==> src/rtl/servo_pwm.sv <==
// servo_pwm: hobby-servo PWM frame generator with a double-buffered pulse width.
//
// A free-running frame counter produces one frame every PERIOD_CYCLES clocks
// while en is high. A width written with load is clamped to the servo range and
// parked in a shadow register. It takes effect only at the next frame boundary,
// so a pulse is never cut short or stretched mid-frame.
//
// Ports:
//   clk         - single clock, all state changes on its rising edge
//   clr         - synchronous active-high reset; overrides en and load
//   en          - frame generator enable; low holds the counter at 0
//   load        - one-cycle strobe that captures duty_in
//   duty_in     - requested pulse width in cycles
//   pwm_out     - registered servo pulse
//   frame_start - registered one-cycle pulse following each frame boundary
//   width_out   - pulse width in force for the current frame
//   pending     - a loaded width is waiting for the next frame boundary
//   clamp_flag  - one-cycle pulse after a load that had to be clamped
module servo_pwm #(
  parameter int unsigned PERIOD_CYCLES = 1000000,
  parameter int unsigned MIN_PULSE     = 50000,
  parameter int unsigned MAX_PULSE     = 100000
) (
  input  logic        clk,
  input  logic        clr,
  input  logic        en,
  input  logic        load,
  input  logic [31:0] duty_in,
  output logic        pwm_out,
  output logic        frame_start,
  output logic [31:0] width_out,
  output logic        pending,
  output logic        clamp_flag
);

  localparam logic [31:0] CNT_LAST = 32'(PERIOD_CYCLES - 1);
  localparam logic [31:0] MIN_W    = 32'(MIN_PULSE);
  localparam logic [31:0] MAX_W    = 32'(MAX_PULSE);

  logic [31:0] cnt_reg, cnt_next;
  logic [31:0] shadow_reg, shadow_next;
  logic [31:0] width_reg, width_next;
  logic        pending_reg, pending_next;
  logic        pwm_reg, pwm_next;
  logic        frame_start_reg, frame_start_next;
  logic        clamp_reg, clamp_next;

  logic        boundary;
  logic [31:0] clamped;
  logic        out_of_range;
  logic [31:0] active_width;

  // Zero is a legal "servo idle" request and passes through unclamped.
  always_comb begin
    clamped      = duty_in;
    out_of_range = 1'b0;
    if (duty_in != 32'd0 && duty_in < MIN_W) begin
      clamped      = MIN_W;
      out_of_range = 1'b1;
    end else if (duty_in > MAX_W) begin
      clamped      = MAX_W;
      out_of_range = 1'b1;
    end
  end

  assign boundary = en && (cnt_reg == 32'd0);

  // The width governing the frame that starts this cycle: a pending shadow
  // value is promoted here, so the pulse decision at cnt=0 already sees it.
  assign active_width = (boundary && pending_reg) ? shadow_reg : width_reg;

  always_comb begin
    cnt_next = 32'd0;
    if (en) begin
      cnt_next = (cnt_reg == CNT_LAST) ? 32'd0 : cnt_reg + 32'd1;
    end

    // A load in the boundary cycle is stored for the following frame; the
    // boundary itself consumes the shadow value that was already there.
    shadow_next  = load ? clamped : shadow_reg;
    pending_next = load ? 1'b1 : (boundary ? 1'b0 : pending_reg);
    width_next   = active_width;

    pwm_next         = en && (cnt_reg < active_width);
    frame_start_next = boundary;
    clamp_next       = load && out_of_range;
  end

  always_ff @(posedge clk) begin
    if (clr) begin
      cnt_reg         <= 32'd0;
      shadow_reg      <= 32'd0;
      width_reg       <= 32'd0;
      pending_reg     <= 1'b0;
      pwm_reg         <= 1'b0;
      frame_start_reg <= 1'b0;
      clamp_reg       <= 1'b0;
    end else begin
      cnt_reg         <= cnt_next;
      shadow_reg      <= shadow_next;
      width_reg       <= width_next;
      pending_reg     <= pending_next;
      pwm_reg         <= pwm_next;
      frame_start_reg <= frame_start_next;
      clamp_reg       <= clamp_next;
    end
  end

  assign pwm_out     = pwm_reg;
  assign frame_start = frame_start_reg;
  assign width_out   = width_reg;
  assign pending     = pending_reg;
  assign clamp_flag  = clamp_reg;

endmodule

==> config.mk <==
export PLATFORM = sky130hd
export DESIGN_NAME = servo_pwm
export DESIGN_NICKNAME = d
export VERILOG_FILES = /design/src/rtl/servo_pwm.sv
export SDC_FILE = /design/constraint.sdc
export NUM_CORES = 1
export LEC_CHECK = 0
export CORE_ASPECT_RATIO = 0.7
export CORE_MARGIN = 4
export CORE_UTILIZATION = 53
export CTS_CLUSTER_SIZE = 40
export DETAILED_ROUTE_END_ITERATION = 16
export HOLD_SLACK_MARGIN = 0.05
export PLACE_DENSITY = 0.79
export SYNTH_ARGS = -nofsm -noshare
export SYNTH_HDL_FRONTEND = slang
export SYNTH_SLANG_ARGS = --single-unit
==> constraint.sdc <==
create_clock -name clk -period 4.1 [get_ports clk]
set_input_delay 0.82 -clock clk [delete_from_list [all_inputs] [get_ports clk]]
set_output_delay 0.82 -clock clk [all_outputs]
set_load 0.02 [all_outputs]
==> qor.txt <==
Outcome - finished, final reports clean
Ys async rst share - 0%
Die Height - 86.09 um
Largest net degree at the start of global routing - 46
Warnings, synthesis - 0
Max-slew headroom - 54.84%
Overall via count from detail_route - 3985
Most common cell after layout, fill and taps aside - dfxtp_1
Rows - 28
Fraction of layout cells with a size suffix above 1 - 5.410%
Buffers on Ports - 71
Initial antenna violation count - 0
P_leak - 2.177 nW
Setup Buffers After CTS - 0
Synth Flop Type - dfxtp_1
Gate count after technology mapping - 495
Root buffer cell - clkbuf_16
Core ar. - 0.008478 mm^2
Fillers - 672
Fmax - 258.0 MHz
Clock transition at the registers of the reported paths - 0.07 ns
Mux cell area share after synthesis - 6.938%
Total grt overflow - 0
Mapped Nets - 564
Min Tclk post-route - 3.876 ns
VDD IR max - 233.8 uV
Finished Core Util - 68.23%
Pwr Density - 343.4 mW/mm^2
Post-Synth Adder-Cell Area - 8.943%
Fin nets - 638
Num Clock Sinks - 100
Sequential Area - 0.002002 mm^2
Drt pass-1 iters - 6
Ant diodes - 0
Max-cap viol count - 0
CP max stage cell - clkdlybuf4s50_1
Netlist cell types - 41
First-pass GRT wire length - 19880 um
Largest family of logic cells by synthesized area - simple AND/OR/NAND/NOR gates
DRT Wirelength - 12170 um
Routed length per instance - 17.56 um
Die Wd - 119.6 um
Netlist Area Pre-Place - 0.004617 mm^2
Worst path max stage delay - 0.52 ns
Crit path max fanout - 18
Hold Crit Class - reg2reg
Largest cells by area after synthesis - dfxtp_1, ha_1, nor2_1
Post-synth EDFFs - 0
Post-Synth Simple-Gate Area - 24.12%
Initial Utilization - 54.46%
GRT Total Usage - 24.22%
Routability cong. - 0.8756
Hpwl dp - 9119 um
CP Cell Sequence - clkdlybuf4s50_1, nor4b_2, buf_4, nand4_1, nor3_4, buf_12, buf_4, mux2i_1, ha_1, a2111oi_0, o221ai_1, nand4_1, o211ai_1, a21oi_1
Num CTS Buffers - 9
Initial DRC Count - 350
Number of hold buffers added after cts - 0
Final Setup Violations - 0
CTS tree - built
Cell taking the most area after synthesis - dfxtp_1
Vias in the first global route - 3871
Top cell type's share of synthesized area - 43.36%
Crit Path Category - in2reg
Worst-Margin Slew - 0.6749 ns
Most frequent cells in the layout - dfxtp_1, nor2_1, clkdlybuf4s50_1
Critical path data required time - 4.38 ns
Startpoint types - primary input
Worst-Skew Late Latency - 0.35 ns
Hold slack final - 0.4631 ns
Remaining antenna violation count after routing - 0
Synth Area in Compound Gates - 8.049%
CP arrival - 4.15 ns
H-tree level count - 3
Crit path capture type - flop
Period utilization - 94.54%
Ports - 72
Mean area per synthesized cell - 9.327 um^2
DR DRC count - 0
Via/cell ratio - 5.750
Setup TNS - 0 ns
Post-Synth XOR/XNOR Area - 5.691%
Clock buffer depth - 2
Max-slew violation count - 0
Multi-input gate area - 0.002494 mm^2
Area delta synth->final - 25.28%
Final Hold Vio Count - 0
Power after layout - 1.986 mW
Total die area - 0.01029 mm^2
Synthesis-stage register bit count - 100
Clock skew - 0.008658 ns
Sequential area share after synthesis - 43.36%
RSZ-0062 raised after global routing - false
critical path, delay by kind of cell:
| kind | cells | cell delay, ns |
|---|---|---|
| buf+inv | 4 | 1.11 |
| compound gates | 4 | 1.04 |
| simple gates | 4 | 0.82 |
| fa+ha+maj | 1 | 0.21 |
| mux | 1 | 0.12 |
path summary, 6_finish.rpt:
| path | startpoint | to | slack (ns) | depth (start not counted) |
|---|---|---|---|---|
| worst min-delay path | shadow_reg[17]$_SDFFE_PP0P_ | shadow_reg[17]$_SDFFE_PP0P_ | 0.46 | 1 |
| worst max register to register | cnt_reg[0]$_SDFF_PP0_ | pwm_out$_SDFF_PP0_ | 0.54 | 14 |
| worst max-delay path | en | pwm_out$_SDFF_PP0_ | 0.22 | 14 |
| worst min register to register | shadow_reg[17]$_SDFFE_PP0P_ | shadow_reg[17]$_SDFFE_PP0P_ | 0.46 | 1 |
cell families (layout without fill, tap and decap cells):
| group | Yosys count | after routing |
|---|---|---|
| AOI/OAI and AO/OA | 53 | 53 |
| xor gates and xnor gates | 30 | 30 |
| adders and majority gates | 33 | 33 |
| buffers and inverters | 28 | 106 |
| DFF | 100 | 100 |
| muxes | 32 | 32 |
| and+or+nand+nor | 219 | 219 |
synthesized netlist by cell type (6+ instances only):
cell	number
nand3_1	14
clkbuf_1	11
nand2_1	24
inv_1	9
nor3_1	9
and3_1	8
nor4_1	16
o21ai_0	10
and2_1	19
nor2_1	87
and4_1	6
a21oi_1	14
dfxtp_1	100
nand4_1	24
mux2i_1	32
xnor2_1	6
ha_1	33
a32o_1	7
xor2_1	24
cell type report:
cell class	instances	area share, %
clock buffers	10	4.132
clock inverters	5	1.038
inverters	9	0.5840
multi-input cells	367	43.11
flip-flops and latches	100	34.61
well taps	120	2.596
repair buffers	82	13.93
report_power, final:
part           internal, mW  total (mW)  switching, mW
Sequential            0.983       0.992        0.00860
Clock                 0.488       0.846          0.358
Combinational        0.0705       0.148         0.0773
Total                  1.54        1.99          0.444
layer usage:
metal  up-vias  track usage, %  share of wire [%]
met4         0           7.173                1.4
met2       158           36.07                 44
met3        21           7.119                8.5
met5         -               0                  0
met1      1868           34.17                 46
li1       1938               -                  -
repair_timing:
| action | in CTS | in global routing |
|---|---|---|
| resized for setup | 0 | 2 |
| endpoints found under the hold margin | 0 | 0 |
| setup endpoints to repair | 0 | 1 |
metrics by stage:
step / cell area [um^2] / std cells / setup slack, ns
6_report: 5784 / 693 / 0.2239
5_1_grt: 5784 / 693 / 0.08418
3_5_place_dp: 5473 / 678 / -0.09993
2_1_floorplan: 4617 / 495 / 0.9410
4_1_cts: 5772 / 693 / 0.2144
3_3_place_gp: 5473 / 678 / 0.07315
Note: power is estimated with default switching activity, not from simulation.
